==> src/rtl/riscv_mc_ctrl_pkg.sv <==
// Shared constants for the multi-cycle RV32I control FSM: opcodes, immediate
// select codes, datapath mux codes and state encodings.
package riscv_mc_ctrl_pkg;

  localparam logic [6:0] OPC_LOAD   = 7'b0000011;
  localparam logic [6:0] OPC_STORE  = 7'b0100011;
  localparam logic [6:0] OPC_OP     = 7'b0110011;
  localparam logic [6:0] OPC_OP_IMM = 7'b0010011;
  localparam logic [6:0] OPC_LUI    = 7'b0110111;
  localparam logic [6:0] OPC_AUIPC  = 7'b0010111;
  localparam logic [6:0] OPC_BRANCH = 7'b1100011;
  localparam logic [6:0] OPC_JAL    = 7'b1101111;
  localparam logic [6:0] OPC_JALR   = 7'b1100111;

  localparam logic [2:0] SRC_IMM_I = 3'd0;
  localparam logic [2:0] SRC_IMM_S = 3'd1;
  localparam logic [2:0] SRC_IMM_B = 3'd2;
  localparam logic [2:0] SRC_IMM_U = 3'd3;
  localparam logic [2:0] SRC_IMM_J = 3'd4;

  localparam logic [1:0] ALU_SRC_A_PC    = 2'd0;
  localparam logic [1:0] ALU_SRC_A_OLDPC = 2'd1;
  localparam logic [1:0] ALU_SRC_A_RS1   = 2'd2;

  localparam logic [1:0] ALU_SRC_B_RS2  = 2'd0;
  localparam logic [1:0] ALU_SRC_B_IMM  = 2'd1;
  localparam logic [1:0] ALU_SRC_B_FOUR = 2'd2;

  localparam logic [1:0] ALU_OP_ADD   = 2'd0;
  localparam logic [1:0] ALU_OP_CMP   = 2'd1;
  localparam logic [1:0] ALU_OP_FUNCT = 2'd2;

  localparam logic [1:0] RESULT_ALU = 2'd0;
  localparam logic [1:0] RESULT_MEM = 2'd1;
  localparam logic [1:0] RESULT_PC4 = 2'd2;
  localparam logic [1:0] RESULT_IMM = 2'd3;

  localparam logic [3:0] ST_IDLE   = 4'd0;
  localparam logic [3:0] ST_FETCH  = 4'd1;
  localparam logic [3:0] ST_DECODE = 4'd2;
  localparam logic [3:0] ST_MEMADR = 4'd3;
  localparam logic [3:0] ST_MEMRD  = 4'd4;
  localparam logic [3:0] ST_MEMWB  = 4'd5;
  localparam logic [3:0] ST_MEMWR  = 4'd6;
  localparam logic [3:0] ST_EXEC_R = 4'd7;
  localparam logic [3:0] ST_EXEC_I = 4'd8;
  localparam logic [3:0] ST_EXEC_U = 4'd9;
  localparam logic [3:0] ST_ALUWB  = 4'd10;
  localparam logic [3:0] ST_BRANCH = 4'd11;
  localparam logic [3:0] ST_JAL    = 4'd12;
  localparam logic [3:0] ST_JALR   = 4'd13;
  localparam logic [3:0] ST_TRAP   = 4'd14;

  // Immediate format implied by the opcode; unknown opcodes fall back to I.
  function automatic logic [2:0] imm_src_for(input logic [6:0] opcode);
    case (opcode)
      OPC_STORE:           return SRC_IMM_S;
      OPC_BRANCH:          return SRC_IMM_B;
      OPC_LUI, OPC_AUIPC:  return SRC_IMM_U;
      OPC_JAL:             return SRC_IMM_J;
      default:             return SRC_IMM_I;
    endcase
  endfunction

endpackage

==> src/rtl/riscv_mc_ctrl.sv <==
// Multi-cycle RV32I main control FSM with memory-wait timeout.
// Optional feature macro RISCV_CTRL_ILLEGAL_TRAP_EN: unknown opcodes enter a sticky TRAP state and drive o_illegal.
module riscv_mc_ctrl
  import riscv_mc_ctrl_pkg::*;
#(
  parameter int MEM_TIMEOUT = 16
) (
  input  logic       i_clk,
  input  logic       i_rst,
  input  logic [6:0] i_opcode,
  input  logic       i_mem_ready,
  input  logic       i_br_taken,
  output logic [2:0] o_imm_src,
  output logic [1:0] o_alu_src_a,
  output logic [1:0] o_alu_src_b,
  output logic [1:0] o_alu_op,
  output logic [1:0] o_result_src,
  output logic       o_mem_re,
  output logic       o_mem_we,
  output logic       o_addr_src,
  output logic       o_ir_we,
  output logic       o_pc_we,
  output logic       o_rf_we,
`ifdef RISCV_CTRL_ILLEGAL_TRAP_EN
  output logic       o_illegal,
`endif
  output logic       o_mem_timeout
);

  localparam int CNT_W = $clog2(MEM_TIMEOUT + 1);

  logic [3:0]       state_reg, state_next;
  logic [CNT_W-1:0] wait_cnt_reg, wait_cnt_next;
  logic             mem_state;
  logic             timeout_hit;

  assign mem_state   = (state_reg == ST_FETCH) || (state_reg == ST_MEMRD) || (state_reg == ST_MEMWR);
  // The abort fires on the MEM_TIMEOUT-th consecutive not-ready cycle itself.
  assign timeout_hit = mem_state && !i_mem_ready && (wait_cnt_reg == CNT_W'(MEM_TIMEOUT - 1));

  always_comb begin
    state_next = state_reg;
    case (state_reg)
      ST_IDLE:   state_next = ST_FETCH;
      ST_FETCH: begin
        if (timeout_hit)      state_next = ST_FETCH;
        else if (i_mem_ready) state_next = ST_DECODE;
      end
      ST_DECODE: begin
        case (i_opcode)
          OPC_LOAD, OPC_STORE: state_next = ST_MEMADR;
          OPC_OP:              state_next = ST_EXEC_R;
          OPC_OP_IMM:          state_next = ST_EXEC_I;
          OPC_LUI, OPC_AUIPC:  state_next = ST_EXEC_U;
          OPC_BRANCH:          state_next = ST_BRANCH;
          OPC_JAL:             state_next = ST_JAL;
          OPC_JALR:            state_next = ST_JALR;
`ifdef RISCV_CTRL_ILLEGAL_TRAP_EN
          default:             state_next = ST_TRAP;
`else
          default:             state_next = ST_FETCH;
`endif
        endcase
      end
      ST_MEMADR: state_next = (i_opcode == OPC_STORE) ? ST_MEMWR : ST_MEMRD;
      ST_MEMRD: begin
        if (timeout_hit)      state_next = ST_FETCH;
        else if (i_mem_ready) state_next = ST_MEMWB;
      end
      ST_MEMWR: begin
        if (timeout_hit || i_mem_ready) state_next = ST_FETCH;
      end
      ST_EXEC_R, ST_EXEC_I, ST_EXEC_U: state_next = ST_ALUWB;
      ST_MEMWB, ST_ALUWB, ST_BRANCH, ST_JAL, ST_JALR: state_next = ST_FETCH;
`ifdef RISCV_CTRL_ILLEGAL_TRAP_EN
      ST_TRAP:   state_next = ST_TRAP;
`endif
      default:   state_next = ST_IDLE;
    endcase
  end

  // A timeout re-enters FETCH without changing state, so it must clear the count too.
  always_comb begin
    wait_cnt_next = wait_cnt_reg;
    if ((state_next != state_reg) || timeout_hit)
      wait_cnt_next = '0;
    else if (mem_state && !i_mem_ready)
      wait_cnt_next = wait_cnt_reg + 1'b1;
  end

  always_ff @(posedge i_clk) begin
    if (i_rst) begin
      state_reg    <= ST_IDLE;
      wait_cnt_reg <= '0;
    end else begin
      state_reg    <= state_next;
      wait_cnt_reg <= wait_cnt_next;
    end
  end

  always_comb begin
    o_imm_src    = SRC_IMM_I;
    o_alu_src_a  = ALU_SRC_A_PC;
    o_alu_src_b  = ALU_SRC_B_RS2;
    o_alu_op     = ALU_OP_ADD;
    o_result_src = RESULT_ALU;
    o_mem_re     = 1'b0;
    o_mem_we     = 1'b0;
    o_addr_src   = 1'b0;
    o_ir_we      = 1'b0;
    o_pc_we      = 1'b0;
    o_rf_we      = 1'b0;
    case (state_reg)
      ST_FETCH: begin
        o_mem_re    = 1'b1;
        o_alu_src_b = ALU_SRC_B_FOUR;
        o_ir_we     = i_mem_ready;
        o_pc_we     = i_mem_ready;
      end
      ST_DECODE: begin
        o_imm_src   = imm_src_for(i_opcode);
        o_alu_src_a = ALU_SRC_A_OLDPC;
        o_alu_src_b = ALU_SRC_B_IMM;
      end
      ST_MEMADR: begin
        o_imm_src   = (i_opcode == OPC_STORE) ? SRC_IMM_S : SRC_IMM_I;
        o_alu_src_a = ALU_SRC_A_RS1;
        o_alu_src_b = ALU_SRC_B_IMM;
      end
      ST_MEMRD: begin
        o_mem_re   = 1'b1;
        o_addr_src = 1'b1;
      end
      ST_MEMWB: begin
        o_rf_we      = 1'b1;
        o_result_src = RESULT_MEM;
      end
      ST_MEMWR: begin
        o_mem_we   = 1'b1;
        o_addr_src = 1'b1;
      end
      ST_EXEC_R: begin
        o_alu_src_a = ALU_SRC_A_RS1;
        o_alu_src_b = ALU_SRC_B_RS2;
        o_alu_op    = ALU_OP_FUNCT;
      end
      ST_EXEC_I: begin
        o_alu_src_a = ALU_SRC_A_RS1;
        o_alu_src_b = ALU_SRC_B_IMM;
        o_alu_op    = ALU_OP_FUNCT;
      end
      ST_EXEC_U: begin
        o_imm_src = SRC_IMM_U;
        if (i_opcode == OPC_AUIPC) begin
          o_alu_src_a = ALU_SRC_A_OLDPC;
          o_alu_src_b = ALU_SRC_B_IMM;
        end
      end
      ST_ALUWB: begin
        o_rf_we = 1'b1;
        // LUI writes the immediate straight through, so the decoder must keep emitting U.
        if (i_opcode == OPC_LUI) begin
          o_result_src = RESULT_IMM;
          o_imm_src    = SRC_IMM_U;
        end
      end
      ST_BRANCH: begin
        o_imm_src   = SRC_IMM_B;
        o_alu_src_a = ALU_SRC_A_RS1;
        o_alu_src_b = ALU_SRC_B_RS2;
        o_alu_op    = ALU_OP_CMP;
        o_pc_we     = i_br_taken;
      end
      ST_JAL: begin
        o_imm_src    = SRC_IMM_J;
        o_rf_we      = 1'b1;
        o_result_src = RESULT_PC4;
        o_pc_we      = 1'b1;
      end
      ST_JALR: begin
        o_alu_src_a  = ALU_SRC_A_RS1;
        o_alu_src_b  = ALU_SRC_B_IMM;
        o_rf_we      = 1'b1;
        o_result_src = RESULT_PC4;
        o_pc_we      = 1'b1;
      end
      default: ;
    endcase
  end

  assign o_mem_timeout = timeout_hit;

`ifdef RISCV_CTRL_ILLEGAL_TRAP_EN
  assign o_illegal = (state_reg == ST_TRAP);
`endif

endmodule
==> config.mk <==
export PLATFORM = sky130hd
export DESIGN_NAME = riscv_mc_ctrl
export DESIGN_NICKNAME = d
export VERILOG_FILES = /design/src/rtl/riscv_mc_ctrl_pkg.sv /design/src/rtl/riscv_mc_ctrl.sv
export SDC_FILE = /design/constraint.sdc
export NUM_CORES = 1
export LEC_CHECK = 0
export BUFFER_PORTS_ARGS = -buffer_cell sky130_fd_sc_hd__buf_4
export CAP_MARGIN = 20
export CORE_UTILIZATION = 55
export DETAILED_ROUTE_END_ITERATION = 12
export PLACE_DENSITY = 0.83
export SLEW_MARGIN = 20
export SYNTH_ARGS = -nofsm -noshare
export SYNTH_HDL_FRONTEND = slang
export SYNTH_SLANG_ARGS = --single-unit
==> constraint.sdc <==
create_clock -name i_clk -period 3.25 [get_ports i_clk]
set_clock_uncertainty 0.1 [all_clocks]
set_input_delay 0 -clock i_clk [delete_from_list [all_inputs] [get_ports i_clk]]
set_output_delay 0 -clock i_clk [all_outputs]
set_load 0.005 [all_outputs]
==> impl_metrics.csv, run 1 <==
group,metric,value,unit
status,status,"finished, final reports clean",
global_routing,grt_usage,29.4,%
clock_network,clock_latency,0.26,ns
timing,period_minus_slack,2.32,ns
timing,final-hold-violation-count,0,
power,power_leakage,0.550,nW
synthesis,synthXorXnorAreaFrac,2.38,%
timing,rsz0062_at_grt,"no",
synthesis,muxShareOfSynthArea,0.905,%
clock_network,htreeDepth,1,
die,core_region_area,1800,um^2
global_routing,grt_max_degree,27,
global_routing,grt_pass1_vias,1039,
synthesis,synthCells,158,
detailed_routing,drtPass1Iterations,4,
synthesis,yosys.area_share.simple,46.2,%
die,die_w,46.8,um
synthesis,synth_commonest_cells,"19 x nand2_1, 11 x nor2_1, 9 x a21oi_1, 9 x dfxtp_1, 9 x nand3_1",
clock_network,cts_resized,0,
synthesis,yosys-top-cells-area,"dfxtp_1 16%, nand2_1 6.4%, a21oi_1 4.1%",
placement,gp_congestion,0.879,
synthesis,yosysUniqueCellTypes,56,
clock_network,cts_root_buffer,"clkbuf_4",
worst_setup_path,worstSetupEndpointType,"flop",
clock_network,cts_sinks,9,
synthesis,synth_area,1110,um^2
timing,setup_tns,0,ns
detailed_routing,wl,2.97,mm
global_routing,grt_pass1_wl,4.71,mm
cells_and_area,postLayoutCellArea,1320,um^2
global_routing,antenna_found_initial,0,
clock_network,cts_setup_buffers,0,
detailed_routing,viasPerCell,6.19,
global_routing,globalRouteOverflowTotal,0,
clock_network,clock_path_buffers,2,
worst_setup_path,worstPathMaxFanout,25,
cells_and_area,drive_gt1_share,22.7,%
cells_and_area,nets,195,
synthesis,synth_largest_area_cell,"dfxtp_1",
synthesis,synth_fa_ha_area_share,2.26,%
synthesis,synth_fp_nets,171,
worst_hold_path,min_path_type,"input pin to flop",
timing,finalSetupViolCount,0,
worst_setup_path,worst_setup_path_start_kind,"flop",
cells_and_area,fill_cells,169,
detailed_routing,routedWlPerCell,14.4,um
die,start_util,61.4,%
detailed_routing,route.detailed.drc,0,
placement,postPlaceCellArea,1290,um^2
worst_setup_path,path_class,"flop to flop",
synthesis,async_flop_share,0,%
worst_setup_path,critPathArrivalTime,2.39,ns
timing,max_freq,431,MHz
cells_and_area,largest_reg_flops,5,
cells_and_area,area_growth,19.7,%
cells_and_area,n_antenna_cell,0,
timing,maxSlewViolCount,0,
detailed_routing,vias,1275,
synthesis,synth_top_family_by_area,"simple AND/OR/NAND/NOR gates",
placement,dp_hpwl,2.24,mm
timing,tightest_slew,0.843,ns
clock_network,cts_made_buffers,3,
synthesis,yosysSeqAreaShare,16.3,%
synthesis,yosysMostFrequentCell,"nand2_1",
synthesis,synthFlopType,"dfxtp_1",
clock_network,cts_tree,"built",
synthesis,synth_top_area_share,16.3,%
synthesis,synth_edf_count,0,
synthesis,synth_compound_area_share,23.8,%
timing,period_share,71.3,%
power,pwr_density_cell,232,nW/um^2
power,vdd_drop_max,0.000289,V
die,row_count,15,
placement,portBuffers,28,
synthesis,ys_ff_latch,9,
synthesis,synth.avg_cell_area,7.00,um^2
die,die_h,46.8,um
detailed_routing,first_iter_violations,69,
die,io-pin-count,29,
die,die-area,2190,um^2
worst_setup_path,required,3.32,ns
synthesis,yosysWarnings,0,
detailed_routing,drtAntennaViolNets,0,
clock_network,path_clk_slew,0.06,ns
timing,slew_headroom,43.7,%
flow_run,cap_violations,0,
[through the flow]
stage               std cells  power (mW)  hold WS, ns  setup WS (ns)  util (%)
finish                    206       0.307       0.0321          0.932      73.5
detailed placement        201       0.222        0.105          0.974      71.4
global route              206       0.327       0.0226          0.735      73.5
floorplan                 158       0.188      -0.0309           1.21         -
CTS                       206       0.309       0.0197          0.945      73.5
global placement          201       0.219        0.105           1.03      71.4
[final timing paths]
path	from	end	slack, ns	cells after the start
setup / recovery	state_reg[1]$_SDFF_PP0_	wait_cnt_reg[3]$_SDFFE_PP0P_	0.93	5
hold reg to reg	wait_cnt_reg[4]$_SDFFE_PP0P_	wait_cnt_reg[4]$_SDFFE_PP0P_	0.43	2
setup reg to reg	state_reg[1]$_SDFF_PP0_	wait_cnt_reg[3]$_SDFFE_PP0P_	0.93	5
hold / removal	i_mem_ready	state_reg[1]$_SDFF_PP0_	0.03	3
[layout make-up]
cell class	count	area, um^2	share of cell area (%)
multi-input combinational	131	835	63.0
timing repair buffer	29	220	16.6
sequential	9	180	13.6
tap	25	31.3	2.36
inverter	8	30.0	2.27
clock buffer	3	22.5	1.70
clock inverter	1	5.00	0.378
[metal layers]
layer  vias up  part of all wire, %  global-route usage (%)
met1       579                   46                    41.9
li1        641                    -                       -
met4         0                    0                    2.29
met5         -                    0                       0
met3         0                  6.7                    6.92
met2        55                   47                    47.2
[timing repair]
item                       CTS  global route
hold endpoints to repair     4             0
setup endpoints to repair    0             0
hold buffers                 1             0
[logic make-up after synthesis]
family	Yosys count
xor gates and xnor gates	3
and+or+nand+nor	88
buffers and inverters	18
DFF	9
muxes	1
adders and majority gates	2
AOI/OAI and AO/OA	37
[where the power goes]
part           total, mW  internal, mW  switching (mW)
clock network     0.0844        0.0453          0.0391
logic             0.0935        0.0446          0.0489
registers          0.129         0.113          0.0157
[cell usage in the layout (no fill, tap or decap), types with 4 or more instances in the layout]
master,synthesis,routed
nand2_1,19,19
and3_1,6,6
nor2_1,11,11
o21ai_0,7,7
dfxtp_1,9,9
a21oi_1,9,9
inv_1,8,8
o2111ai_1,4,4
buf_4,1,28
nand3_1,9,9
nor4_1,7,7
nor3_1,4,4
nand2b_1,5,5
[critical path, stage by stage (launching register included)]
cell and delay [ns]:
dfxtp_1 0.77, nand2b_1 0.23, a21o_1 0.23, a221o_1 0.32, a211o_1 0.30, nor4_1 0.27
No activity file was read; power rests on OpenSTA's default activity.
==> run 2: changes to the inputs <==
--- a/config.mk
+++ b/config.mk
@@ -7,9 +7,9 @@
 export LEC_CHECK = 0
 export BUFFER_PORTS_ARGS = -buffer_cell sky130_fd_sc_hd__buf_4
 export CAP_MARGIN = 20
-export CORE_UTILIZATION = 55
+export CORE_UTILIZATION = 52
 export DETAILED_ROUTE_END_ITERATION = 12
-export PLACE_DENSITY = 0.83
+export PLACE_DENSITY = 0.79
 export SLEW_MARGIN = 20
 export SYNTH_ARGS = -nofsm -noshare
 export SYNTH_HDL_FRONTEND = slang
==> constraint.sdc (replaced) <==
create_clock -name i_clk -period 2.25 [get_ports i_clk]
set_clock_uncertainty 0.1 [all_clocks]
set_input_delay 0 -clock i_clk [delete_from_list [all_inputs] [get_ports i_clk]]
set_output_delay 0 -clock i_clk [all_outputs]
set_load 0.005 [all_outputs]
==> run 2 against run 1 <==
Net effect:
- largest cell class unchanged
- register-to-register slack worse by 0.88 ns
- first-iteration DRC count is 49% lower
- sequential power is 40% higher
==> impl_metrics.csv, run 2 (synthesized netlist as in run 1, its figures left out) <==
group,metric,value,unit
status,status,"finished, final reports clean",
cells_and_area,post-route-util,70.7,%
timing,period_share,97.6,%
clock_network,cts_tree,"built",
placement,gp_congestion,0.932,
cells_and_area,final_cells,217,
placement,place_ws,0.0397,ns
worst_setup_path,worstPathMaxFanout,5,
detailed_routing,viasPerCell,6.12,
worst_setup_path,slowest_delay,0.35,ns
cells_and_area,n_antenna_cell,0,
timing,tightest_slew,0.652,ns
timing,max_freq,455,MHz
worst_setup_path,critPathTopFamily,"compound AO/OA/AOI/OAI gates",
worst_setup_path,worstSetupEndpointType,"flop",
cells_and_area,drive_gt1_share,26.3,%
worst_setup_path,worst-path-buf-inv,1,
detailed_routing,first_iter_violations,35,
die,die-area,2320,um^2
die,start_util,55.8,%
global_routing,grt_usage,27.8,%
power,power_leakage,0.593,nW
die,io-pin-count,29,
die,die_w,48.1,um
clock_network,clock_latency,0.25,ns
worst_setup_path,worstSetupPathDepth,8,
timing,period_minus_slack,2.20,ns
cells_and_area,nets,204,
worst_setup_path,path_common_cell,"ha_1",
placement,portBuffers,28,
die,row_count,16,
clock_network,cts_sinks,9,
worst_setup_path,required,2.30,ns
detailed_routing,drtAntennaViolNets,0,
die,die_h,48.1,um
detailed_routing,drtPass1Iterations,4,
global_routing,grt_pass1_wl,4.60,mm
worst_setup_path,path_class,"flop to flop",
worst_setup_path,rr_worst_depth,8,
worst_hold_path,min_path_type,"input pin to flop",
power,pwr_density_cell,320,nW/um^2
worst_setup_path,worst_setup_path_start_kind,"flop",
cells_and_area,final_cell_mix,"36 x buf_4, 19 x nand2_1, 11 x nor2_1",
die,core_region_area,1980,um^2
global_routing,globalRouteOverflowTotal,0,
detailed_routing,routedWlPerCell,14.2,um
cells_and_area,postLayoutCellArea,1400,um^2
clock_network,cts_setup_buffers,0,
detailed_routing,wl,3.08,mm
placement,postPlaceCellArea,1350,um^2
placement,dp_hpwl,2.43,mm
timing,finalSetupViolCount,0,
timing,slew_headroom,55.9,%
detailed_routing,route.detailed.drc,0,
power,vdd_drop_max,0.000348,V
timing,final-hold-violation-count,0,
worst_setup_path,crit_chain,"ha_1, and3_1, ha_1, inv_2, o21ai_1, a221o_1, a211o_1, nor4_2",
timing,maxSlewViolCount,0,
flow_run,cap_violations,0,
placement,dp.cells,211,
worst_setup_path,crit_slowest_cell,"a221o_1",
timing,postLayoutSetupSlackWorst,0.0543,ns
clock_network,cts_made_buffers,3,
cells_and_area,final_common_cell,"buf_4",
clock_network,clock_path_buffers,2,
worst_setup_path,critPathArrivalTime,2.25,ns
timing,setup_tns,0,ns
global_routing,grt_pass1_vias,1087,
clock_network,path_clk_slew,0.06,ns
cells_and_area,largest_reg_flops,5,
global_routing,antenna_found_initial,0,
clock_network,htreeDepth,1,
cells_and_area,area_growth,26.7,%
global_routing,grt_max_degree,20,
detailed_routing,vias,1329,
clock_network,cts_root_buffer,"clkbuf_4",
worst_hold_path,hold_depth,5,
[run 2: changes by cell type in the layout (fill, tap and decap cells not counted), sizes merged]
cell | before | now
buf | 28 | 36
clkbuf | 3 | 4
clkinv | 1 | 0
dlygate4sd3 | 1 | 2
[run 2: worst paths after layout]
| path | startpoint | to | slack (ns) |
|---|---|---|---|
| setup reg to reg | wait_cnt_reg[0]$_SDFFE_PP0P_ | wait_cnt_reg[1]$_SDFFE_PP0P_ | 0.05 |
| hold / removal | i_opcode[3] | state_reg[0]$_SDFF_PP0_ | 0.21 |
| setup / recovery | wait_cnt_reg[0]$_SDFFE_PP0P_ | wait_cnt_reg[1]$_SDFFE_PP0P_ | 0.05 |
| hold reg to reg | wait_cnt_reg[4]$_SDFFE_PP0P_ | wait_cnt_reg[4]$_SDFFE_PP0P_ | 0.43 |
[run 2: metrics by stage]
stage                     total power, mW  hold slack [ns]
after floorplan                     0.271          -0.0309
after global placement              0.325            0.101
after detailed placement            0.330            0.104
after CTS                           0.450            0.194
after global routing                0.478            0.238
final                               0.449            0.207
[run 2: repair_timing]
action | CTS | global route
resized for setup | 0 | 2
hold buffers | 2 | 0
endpoints found under the setup margin | 0 | 5
endpoints found under the hold margin | 4 | 0
[run 2: metal layers]
layer  GRT usage, %  share of wire [%]  vias up
li1               -                  -      653
met3           2.96                5.4        4
met2           50.3                 52       60
met4           6.67                1.2        0
met5              0                  0        -
met1           35.2                 42      612
[run 2: final cells by class]
class,instances,area [um^2]
Multi-Input combinational cell,131,841
Fill cell,169,581
Timing Repair Buffer,38,290
Sequential cell,9,180
Tap cell,27,33.8
Inverter,8,30.0
Clock buffer,4,26.3
[run 2: power breakdown]
part	internal [mW]	switching (mW)	leakage, nW
registers	0.163	0.0163	0.0730
logic	0.0725	0.0818	0.505
clock network	0.0677	0.0469	0.0150
total	0.304	0.145	0.593
[run 2: worst register-to-register path, cell delays in order, from the launching register on]
cell	delay, ns
dfxtp_1	0.33
ha_1	0.21
and3_1	0.18
ha_1	0.20
inv_2	0.08
o21ai_1	0.06
a221o_1	0.35
a211o_1	0.31
nor4_2	0.29
